`src/rtl/mriscv_pkg.sv`:
```
// Shared RV32I decode constants: opcodes, branch/load/store func3 values,
// the immediate-format enum and the held decode record.
package mriscv_pkg;

    localparam logic [6:0] OP_LUI    = 7'b0110111;
    localparam logic [6:0] OP_AUIPC  = 7'b0010111;
    localparam logic [6:0] OP_JAL    = 7'b1101111;
    localparam logic [6:0] OP_JALR   = 7'b1100111;
    localparam logic [6:0] OP_BRANCH = 7'b1100011;
    localparam logic [6:0] OP_LOAD   = 7'b0000011;
    localparam logic [6:0] OP_STORE  = 7'b0100011;
    localparam logic [6:0] OP_IMM    = 7'b0010011;
    localparam logic [6:0] OP_REG    = 7'b0110011;

    localparam logic [2:0] F3_BEQ  = 3'b000;
    localparam logic [2:0] F3_BNE  = 3'b001;
    localparam logic [2:0] F3_BLT  = 3'b100;
    localparam logic [2:0] F3_BGE  = 3'b101;
    localparam logic [2:0] F3_BLTU = 3'b110;
    localparam logic [2:0] F3_BGEU = 3'b111;

    localparam logic [2:0] F3_LB  = 3'b000;
    localparam logic [2:0] F3_LH  = 3'b001;
    localparam logic [2:0] F3_LW  = 3'b010;
    localparam logic [2:0] F3_LBU = 3'b100;
    localparam logic [2:0] F3_LHU = 3'b101;

    localparam logic [2:0] F3_SB = 3'b000;
    localparam logic [2:0] F3_SH = 3'b001;
    localparam logic [2:0] F3_SW = 3'b010;

    localparam logic [2:0] F3_SRX = 3'b101;

    typedef enum logic [2:0] {
        IMM_NONE,
        IMM_I,
        IMM_S,
        IMM_B,
        IMM_U,
        IMM_J
    } imm_fmt_e;

    typedef struct packed {
        logic        is_store;
        logic        is_load;
        logic        is_branch;
        logic        is_jump;
        logic        is_reg;
        logic        is_alu;
        logic        func7;
        logic        illegal;
        logic [2:0]  func3;
        logic [4:0]  dest;
        logic [31:0] operand_a;
        logic [31:0] operand_b;
        logic [31:0] branch_dest;
        logic [31:0] store_data;
        logic [31:0] curr_pc;
    } dec_t;

    function automatic logic [31:0] gen_imm(input logic [31:0] i, input imm_fmt_e fmt);
        logic [31:0] imm;
        case (fmt)
            IMM_I:   imm = {{20{i[31]}}, i[31:20]};
            IMM_S:   imm = {{20{i[31]}}, i[31:25], i[11:7]};
            IMM_B:   imm = {{19{i[31]}}, i[31], i[7], i[30:25], i[11:8], 1'b0};
            IMM_U:   imm = {i[31:12], 12'b0};
            IMM_J:   imm = {{11{i[31]}}, i[31], i[19:12], i[20], i[30:21], 1'b0};
            default: imm = '0;
        endcase
        return imm;
    endfunction

endpackage

```
`src/rtl/regfile.sv`:
```
// 32x32 integer register file: two combinational reads, one synchronous
// write, synchronous clear. x0 is hard-wired to zero.
module regfile (
    input  logic        clk,
    input  logic        reset,
    input  logic [4:0]  raddr1_i,
    input  logic [4:0]  raddr2_i,
    output logic [31:0] rdata1_o,
    output logic [31:0] rdata2_o,
    input  logic        we_i,
    input  logic [4:0]  waddr_i,
    input  logic [31:0] wdata_i
);

    logic [31:0] regs_q [32];

    always_ff @(posedge clk) begin
        if (reset) begin
            for (int r = 0; r < 32; r++) regs_q[r] <= '0;
        end else if (we_i && waddr_i != 5'd0) begin
            regs_q[waddr_i] <= wdata_i;
        end
    end

    assign rdata1_o = (raddr1_i == 5'd0) ? 32'd0 : regs_q[raddr1_i];
    assign rdata2_o = (raddr2_i == 5'd0) ? 32'd0 : regs_q[raddr2_i];

endmodule

```
`src/rtl/decode.sv`:
```
// RV32I decode stage with a one-deep valid/ready output register.
// Define DECODE_WB_BYPASS_EN to forward same-edge writeback data into operands.
module decode
    import mriscv_pkg::*;
(
    input  logic        clk,
    input  logic        reset,
    input  logic        in_valid,
    input  logic [31:0] instr,
    input  logic [31:0] pc,
    output logic        in_ready,
    input  logic        wb_en,
    input  logic [4:0]  wb_addr,
    input  logic [31:0] wb_data,
    input  logic        flush,
    output logic        out_valid,
    input  logic        out_ready,
    output logic        is_store,
    output logic        is_load,
    output logic        is_branch,
    output logic        is_jump,
    output logic        is_reg,
    output logic        is_alu,
    output logic        func7,
    output logic        illegal,
    output logic [2:0]  func3,
    output logic [4:0]  dest,
    output logic [31:0] operand_a,
    output logic [31:0] operand_b,
    output logic [31:0] branch_dest,
    output logic [31:0] store_data,
    output logic [31:0] curr_pc
);

    logic [6:0]  opc;
    logic [2:0]  f3;
    logic [4:0]  rd, rs1, rs2;
    logic [31:0] rf_rd1, rf_rd2, rs1_val, rs2_val, imm;
    imm_fmt_e    fmt;
    logic        ill, accept;
    dec_t        dec_d, dec_q;
    logic        out_valid_d, out_valid_q;

    assign opc = instr[6:0];
    assign rd  = instr[11:7];
    assign f3  = instr[14:12];
    assign rs1 = instr[19:15];
    assign rs2 = instr[24:20];

    regfile u_rf (
        .clk      (clk),
        .reset    (reset),
        .raddr1_i (rs1),
        .raddr2_i (rs2),
        .rdata1_o (rf_rd1),
        .rdata2_o (rf_rd2),
        .we_i     (wb_en),
        .waddr_i  (wb_addr),
        .wdata_i  (wb_data)
    );

`ifdef DECODE_WB_BYPASS_EN
    assign rs1_val = (wb_en && wb_addr != 5'd0 && wb_addr == rs1) ? wb_data : rf_rd1;
    assign rs2_val = (wb_en && wb_addr != 5'd0 && wb_addr == rs2) ? wb_data : rf_rd2;
`else
    assign rs1_val = rf_rd1;
    assign rs2_val = rf_rd2;
`endif

    always_comb begin
        fmt = IMM_NONE;
        case (opc)
            OP_IMM, OP_JALR, OP_LOAD: fmt = IMM_I;
            OP_STORE:                 fmt = IMM_S;
            OP_BRANCH:                fmt = IMM_B;
            OP_LUI, OP_AUIPC:         fmt = IMM_U;
            OP_JAL:                   fmt = IMM_J;
            default:                  fmt = IMM_NONE;
        endcase
    end

    assign imm = gen_imm(instr, fmt);

    always_comb begin
        ill               = 1'b0;
        dec_d             = '0;
        dec_d.curr_pc     = pc;
        dec_d.func3       = f3;
        case (opc)
            OP_REG: begin
                dec_d.is_alu    = 1'b1;
                dec_d.is_reg    = 1'b1;
                dec_d.func7     = instr[30];
                dec_d.operand_a = rs1_val;
                dec_d.operand_b = rs2_val;
                dec_d.dest      = rd;
            end
            OP_IMM: begin
                dec_d.is_alu    = 1'b1;
                dec_d.func7     = (f3 == F3_SRX) ? instr[30] : 1'b0;
                dec_d.operand_a = rs1_val;
                dec_d.operand_b = imm;
                dec_d.dest      = rd;
            end
            OP_LUI, OP_AUIPC: begin
                dec_d.is_alu    = 1'b1;
                dec_d.func3     = 3'b000;
                dec_d.operand_a = (opc == OP_AUIPC) ? pc : 32'd0;
                dec_d.operand_b = imm;
                dec_d.dest      = rd;
            end
            OP_BRANCH: begin
                ill = !(f3 inside {F3_BEQ, F3_BNE, F3_BLT, F3_BGE, F3_BLTU, F3_BGEU});
                dec_d.is_branch   = 1'b1;
                dec_d.operand_a   = rs1_val;
                dec_d.operand_b   = rs2_val;
                dec_d.branch_dest = imm;
            end
            OP_JAL: begin
                dec_d.is_jump   = 1'b1;
                dec_d.operand_a = imm;
                dec_d.dest      = rd;
            end
            OP_JALR: begin
                dec_d.is_jump   = 1'b1;
                dec_d.is_reg    = 1'b1;
                dec_d.operand_a = rs1_val;
                dec_d.operand_b = imm;
                dec_d.dest      = rd;
            end
            OP_LOAD: begin
                ill = !(f3 inside {F3_LB, F3_LH, F3_LW, F3_LBU, F3_LHU});
                dec_d.is_load   = 1'b1;
                dec_d.operand_a = rs1_val;
                dec_d.operand_b = imm;
                dec_d.dest      = rd;
            end
            OP_STORE: begin
                ill = !(f3 inside {F3_SB, F3_SH, F3_SW});
                dec_d.is_store   = 1'b1;
                dec_d.operand_a  = rs1_val;
                dec_d.operand_b  = imm;
                dec_d.store_data = rs2_val;
            end
            default: ill = 1'b1;
        endcase
        // An illegal encoding carries nothing downstream except its pc.
        if (ill) begin
            dec_d         = '0;
            dec_d.illegal = 1'b1;
            dec_d.curr_pc = pc;
        end
    end

    assign in_ready = !flush && (!out_valid_q || out_ready);
    assign accept   = in_valid && in_ready;

    always_comb begin
        out_valid_d = out_valid_q;
        if (flush)          out_valid_d = 1'b0;
        else if (accept)    out_valid_d = 1'b1;
        else if (out_ready) out_valid_d = 1'b0;
    end

    always_ff @(posedge clk) begin
        if (reset) begin
            out_valid_q <= 1'b0;
            dec_q       <= '0;
        end else begin
            out_valid_q <= out_valid_d;
            if (accept) dec_q <= dec_d;
        end
    end

    assign out_valid   = out_valid_q;
    assign is_store    = dec_q.is_store;
    assign is_load     = dec_q.is_load;
    assign is_branch   = dec_q.is_branch;
    assign is_jump     = dec_q.is_jump;
    assign is_reg      = dec_q.is_reg;
    assign is_alu      = dec_q.is_alu;
    assign func7       = dec_q.func7;
    assign illegal     = dec_q.illegal;
    assign func3       = dec_q.func3;
    assign dest        = dec_q.dest;
    assign operand_a   = dec_q.operand_a;
    assign operand_b   = dec_q.operand_b;
    assign branch_dest = dec_q.branch_dest;
    assign store_data  = dec_q.store_data;
    assign curr_pc     = dec_q.curr_pc;

endmodule

```
`config.mk`:
```
export PLATFORM = sky130hd
export DESIGN_NAME = decode
export DESIGN_NICKNAME = d
export VERILOG_FILES = /design/src/rtl/mriscv_pkg.sv /design/src/rtl/regfile.sv /design/src/rtl/decode.sv
export SDC_FILE = /design/constraint.sdc
export NUM_CORES = 2
export LEC_CHECK = 0
export CORE_MARGIN = 2
export CORE_UTILIZATION = 46
export DETAILED_ROUTE_END_ITERATION = 7
export GPL_TIMING_DRIVEN = 0
export PLACE_DENSITY = 0.61
export SYNTH_ARGS = -nofsm -noshare
export SYNTH_HDL_FRONTEND = slang
export SYNTH_SLANG_ARGS = --single-unit
```
`constraint.sdc`:
```
create_clock -name clk -period 3.4 [get_ports clk]
set_input_delay 0.68 -clock clk [delete_from_list [all_inputs] [get_ports clk]]
set_output_delay 0.68 -clock clk [all_outputs]
set_load 0.02 [all_outputs]
```
Word level (Yosys, flattened, before mapping)
Memory sizes are Yosys's and may differ from the RTL's.
Index checks and enable logic that the tools add are counted.
{"block": "word_totals", "regBits": 177, "mem_bits_rw": 1024, "inputBits": 107, "out_inout_bits": 178, "mem_count": 1}
{"block": "classes", "eq_ne": 20, "n_mux": 31, "reduce_logical": 29}
{"name": "u_rf.regs_q", "words": 32, "width": 32, "rd": 2, "rd_ports_with_merged_regs": 0, "wr": 32, "line": "regfile.sv:15", "text": "logic [31:0] regs_q [32];"}
{"op": "$mux W32", "count": 6}
{"op": "$mux W176", "count": 1}
{"op": "$pmux W32 S5", "count": 1}
{"op": "$pmux W32 S3", "count": 1}
{"op": "$pmux W32 S2", "count": 1}
{"op": "$reduce_or A32 Y1", "count": 1}
{"op": "$eq A7 B6 Y1 const B", "count": 3}
{"op": "$eq A7 B7 Y1 const B", "count": 3}
{"op": "$eq A3 B3 Y1 const B", "count": 6}
{"op": "$reduce_or A6 Y1", "count": 3}
{"op": "$mux W1", "count": 15}
{"op": "$pmux W3 S5", "count": 1}
{"op": "$eq A7 B5 Y1 const B", "count": 2}
{"op": "$logic_not A5 Y1", "count": 2}
{"op": "$mux W5", "count": 2}
{"op": "$reduce_bool A5 Y1", "count": 2}
{"op": "$reduce_or A2 Y1", "count": 5}
{"op": "$eq A3 B2 Y1 const B", "count": 3}
{"op": "$eq A7 B2 Y1 const B", "count": 1}
{"op": "$reduce_or A7 Y1", "count": 1}
{"op": "$eq A3 B1 Y1 const B", "count": 2}
{"op": "$reduce_bool A6 Y1", "count": 1}
{"op": "$logic_not A1 Y1", "count": 5}
{"op": "$pmux W1 S4", "count": 1}
{"op": "9 further kinds", "count": 11}

Depth between registers and ports, before layout
{"block": "depth", "depth_word": 7, "depth_mapped": 11}

By module
A second synthesis with hierarchy kept.
{"block": "hier_totals", "hier_cells": 4278, "area_unflattened_um2": 61172.4}
{"module": "regfile", "n_inst": 1, "cells_each": 3502, "area_per_inst_um2": 54255.8, "seq_area_each_um2": 30749.5}
{"module": "decode", "n_inst": 1, "cells_each": 776, "area_per_inst_um2": 6916.6, "seq_area_each_um2": 3543.4}

Worst setup path after synthesis
Ideal clock, no wire load.
{"block": "synth_timing", "path_type": "input to register", "start": "input port instr[15]", "end": "register dec_q, in the netlist operand_a[24]", "setup_time_ns": 0.122, "t_arrival_ns": 2.466, "slack_ns": 0.812, "path_stages": 7, "path_buffers": 3, "path_cell_list": "buf_6 -> buf_4 -> buf_2 -> mux4_2 -> a211oi_1 -> a21oi_1 -> a221o_1"}
{"block": "synth_via", "elab_chain_cells": 4}
{"element": "from (decl)", "line": "decode.sv:9", "text": "input logic [31:0] instr,"}
{"element": "$mem_v2 Z32 W32 / $logic_not A5 Y1 (equally long branches)"}
{"element": "$mux W32 (*)", "line": "regfile.sv:25", "text": "assign rdata1_o = (raddr1_i == 5'd0) ? 32'd0 : regs_q[raddr1_i];"}
{"element": "$pmux W32 S3 (*)", "line": "decode.sv:89", "text": "case (opc)"}
{"element": "$mux W176 (*)", "line": "decode.sv:148", "text": "if (ill) begin"}
{"element": "to (signal assigned)", "line": "decode.sv:168", "text": "dec_q <= '0;"}
{"element": "to (signal assigned)", "line": "decode.sv:171", "text": "if (accept) dec_q <= dec_d;"}
{"element": "to (decl)", "line": "decode.sv:41", "text": "dec_t dec_d, dec_q;"}
Mark *: on every way between the ends. The rest lies on a longest branch, timed or not.
A chain may end at the register's enable or synchronous reset.

Final worst setup path
{"block": "layout_timing", "start": "input port instr[21]", "end": "register dec_q, in the netlist operand_b[4]"}
{"block": "layout_via", "elab_chain_cells": 4}
{"element": "$mem_v2 Z32 W32 / $logic_not A5 Y1 (equally long branches)"}
{"element": "$mux W32 (*)", "line": "regfile.sv:26", "text": "assign rdata2_o = (raddr2_i == 5'd0) ? 32'd0 : regs_q[raddr2_i];"}
{"element": "$pmux W32 S2 (*)", "line": "decode.sv:89"}
{"element": "$mux W176 (*)", "line": "decode.sv:148"}
Marked as above.

==> impl_results.md <==
- Largest Register: u_rf.regs_q
- CP Max Fanout: 10
- Sequential Power Share: 0.471
- Critical path's slowest cell: clkdlybuf4s50_1
- Switch Pwr: just under 0.01 W
- CP peak stage delay: 700 ps
- VDD IR max: roughly 0.00054 V
- Global Route Usage Sum: 0.4201
- Clock root buffer: clkbuf_16
- Detailed-route DRC error count: 0
- Final setup violation count: 113
- Routability congestion estimate: ~1.0
- Failing checks: max-capacitance violations, max-slew violations, negative setup slack
- Routed wire length per instance: 42.17 um
- Synthesis Warnings: 0
- Largest net degree at the start of global routing: 33
- Hold Path Cell Cnt: 2
- IO Port Bufs: 279
- Worst Tran Pin Value: roughly 1500 ps
- Pwr/cell area: a little over 500 mW/mm^2
- Setup ws final: -259.9 ps
- Layout Nets: 5062
- ANT nets after route: 0
- Yosys top cell area share: 0.5047
- Largest area contributor in the netlist: edfxtp_1
- Tot Pwr: 0.03626 W
- Max Cap Violations: 2
- Max reg flops: 1024
- Cell count after synthesis: approximately 4500
- First-pass GRT wire length: 380300 um
- Rel. slew slack: -0.01284
- Initial Util: 0.4635
- Yosys cell types: 65
- Core footprint: 0.1315 mm^2
- Final HPWL DP: between 200000 and 250000 um
- FFs w/ async S/R, synth: 0
- Site row count: roughly 130
- Power share of the clock group: 0.401
- Avg Inst Size Synth: 13.56 um^2
- Commonest non-fill, non-tap cell in the layout: edfxtp_1
- Element type at the critical path start: primary input
- Internal cell power: 0.02643 W
- Cts hold-fix bufs: 0
- H-tree depth: 4
- Vias in the first global route: 44090
- Grt total ovfl: 0
- Final hold violation count: 0
- Crit Path Category: primary input to flip-flop
- Yosys reg bits: around 1200
- WP buf/inv: 3
- Worst R2R Path Depth: 8
- Ys flop type: edfxtp_1
- Arrival time worst endpoint: 4340 ps
- Via count: 46780
- Final Cycle Share: 1.076
- Number of flops mapped to enable cells by yosys: 1024
- Die area: 0.1354 mm^2
- RSZ-0062 raised after global routing: no
- Top post-synthesis cells by area: edfxtp_1 (50%), mux4_2 (13%), and2_1 (10%)
- Crit end category: flip-flop
- Area grow syn2layout: 16.75%
- Post-Syn Area: 0.06093 mm^2
- Initial antenna violation count: 31
- Die W: between 300 and 400 um
- Via-per-instance ratio: just under 7
- CTS tree: built
- Share of layout cells above drive strength 1: 0.1704
- Family with the most delay on the worst path: buffers and inverters
- Min cycle time layout: 3660 ps
- # clock sinks: 1201
- Starting DRC count in detailed routing: ~7700
- Seq/Total Area, Yosys: 0.5629
- CTS Buf Count: 137
- DRT Pass-1 Iters: 8
- Clk Latency, worst-skew pair: 810 ps
- Hold Slack: 437.8 ps
- Worst Skew: just over 20 ps
- Final Slew Violations: 23
- Hold WC Path Type: flip-flop to flip-flop
- CP required: 4080 ps
- Count of boundary I/O pins: approximately 290
- Sw Ratio: 0.2712
- Clk buf depth: 3
- CTS clk-pin slew, worst paths: ~60 ps
- Static power due to leakage: roughly 25 nW
- Power share of the combinational group: 0.128
- Die H: 367.9 um
- DRT Wirelength: 288400 um
- CP most frequent cell: a22oi_1
- Fillers: 11170
- Status: finished, violations left
- Crit-path cells: clkdlybuf4s50_1 > buf_2 > clkbuf_4 > mux4_2 > a22oi_1 > nand4_1 > a22oi_1 > nand2_1
- Max frequency: 273.2 MHz
- Commonest cells after routing, fill and taps aside: edfxtp_1 (1024), and2_1 (1001), mux4_2 (363)
- Critical path depth in cells: 8
-- stage by stage --
| step | instances | worst slack [ps] | cell area [um^2] | util | setup TNS (ps) |
|---|---|---|---|---|---|
| 4_1_cts | 6813 | 1.057 | 70900 | 0.5393 | 0 |
| 2_1_floorplan | 4525 | 811.9 | 61040 | - | 0 |
| 6_report | 6840 | -259.9 | 71130 | 0.5411 | -7967 |
| 3_5_place_dp | 6565 | -2588 | 66140 | 0.5031 | -1151960 |
| 5_1_grt | 6818 | 5.770 | 71080 | 0.5407 | 0 |
| 3_3_place_gp | 6559 | -3120 | 66030 | 0.5023 | -1169320 |
-- cell usage after synthesis (8+ instances only) --
master,instances
a221oi_1,13
edfxtp_1,1024
mux2_2,22
and2_1,1001
buf_1,12
nand3b_1,9
dfxtp_1,177
mux2i_1,304
nor2_1,81
a211o_1,10
nor2b_1,15
mux4_2,363
a22oi_1,189
nand3_1,58
o21ai_0,47
a211oi_1,38
nor3_1,26
buf_2,73
nand2_1,196
and3_1,11
clkbuf_1,336
or3_1,11
buf_6,8
o221ai_1,41
o22ai_1,76
a221o_1,12
a21oi_1,127
a32oi_1,10
a21o_1,14
a22o_1,35
nand4_1,24
buf_4,25
or2_2,32
nand2b_1,14
-- kinds of logic (layout without fill, tap and decap cells) --
| kind of cell | after synthesis | in the layout | share of synthesized area |
|---|---|---|---|
| flip-flops | 1201 | 1201 | 0.5629 |
| multiplexers | 689 | 689 | 0.1882 |
| AO/OA/AOI/OAI | 642 | 642 | 0.07403 |
| other | 1 | 58 | 0.00006155 |
| AND/OR/NAND/NOR | 1502 | 1502 | 0.1426 |
| buffers and inverters | 459 | 993 | 0.03230 |
-- power groups by stage --
stage	sequential (W)	clock, W	combinational [W]
final	0.0171	0.0146	0.00463
after floorplan	0.0172	0	0.00221
after detailed placement	0.0174	0	0.00429
after CTS	0.0171	0.0144	0.00437
after global routing	0.0171	0.0149	0.00458
after global placement	0.0173	0	0.00426
-- tightest hold or removal path, delay by kind of cell (launching register included) --
kind	cells	cell delay [ps]
AND/OR/NAND/NOR	2	90
flip-flops	1	310
-- timing repair --
item                       4_1_cts  5_1_grt
setup endpoints to repair      368      653
hold endpoints to repair         0        0
resized for setup              154       78
gates cloned                     0        0
setup buffers                    5        2
pin swaps                        7        6
-- final cells by class --
type,count,area (um^2),share of cell area
well taps,1755,2196,0.03087
plain buffers,453,2202,0.03096
repair buffers,292,2910,0.04091
clock inverters,58,386.6,0.005435
inverters,5,18.77,0.0002638
diodes,26,65.06,0.0009147
clock buffers,185,3889,0.05467
flip-flops and latches,1201,34290,0.4821
multi-input cells,2865,25170,0.3539
-- per-layer routing --
layer,part of all wire,global-route usage
met5,0.00073,0
met2,0.42,0.6031
met3,0.14,0.1665
met1,0.34,0.5038
met4,0.096,0.3285
-- final timing paths --
kind,from,slack (ps),end
min,operand_b[5],440,operand_b[5]
max reg2reg,out_valid,600,store_data[30]
min reg2reg,operand_b[5],440,operand_b[5]
max,instr[21],-260,operand_b[4]
No activity file was read; power rests on OpenSTA's default activity.
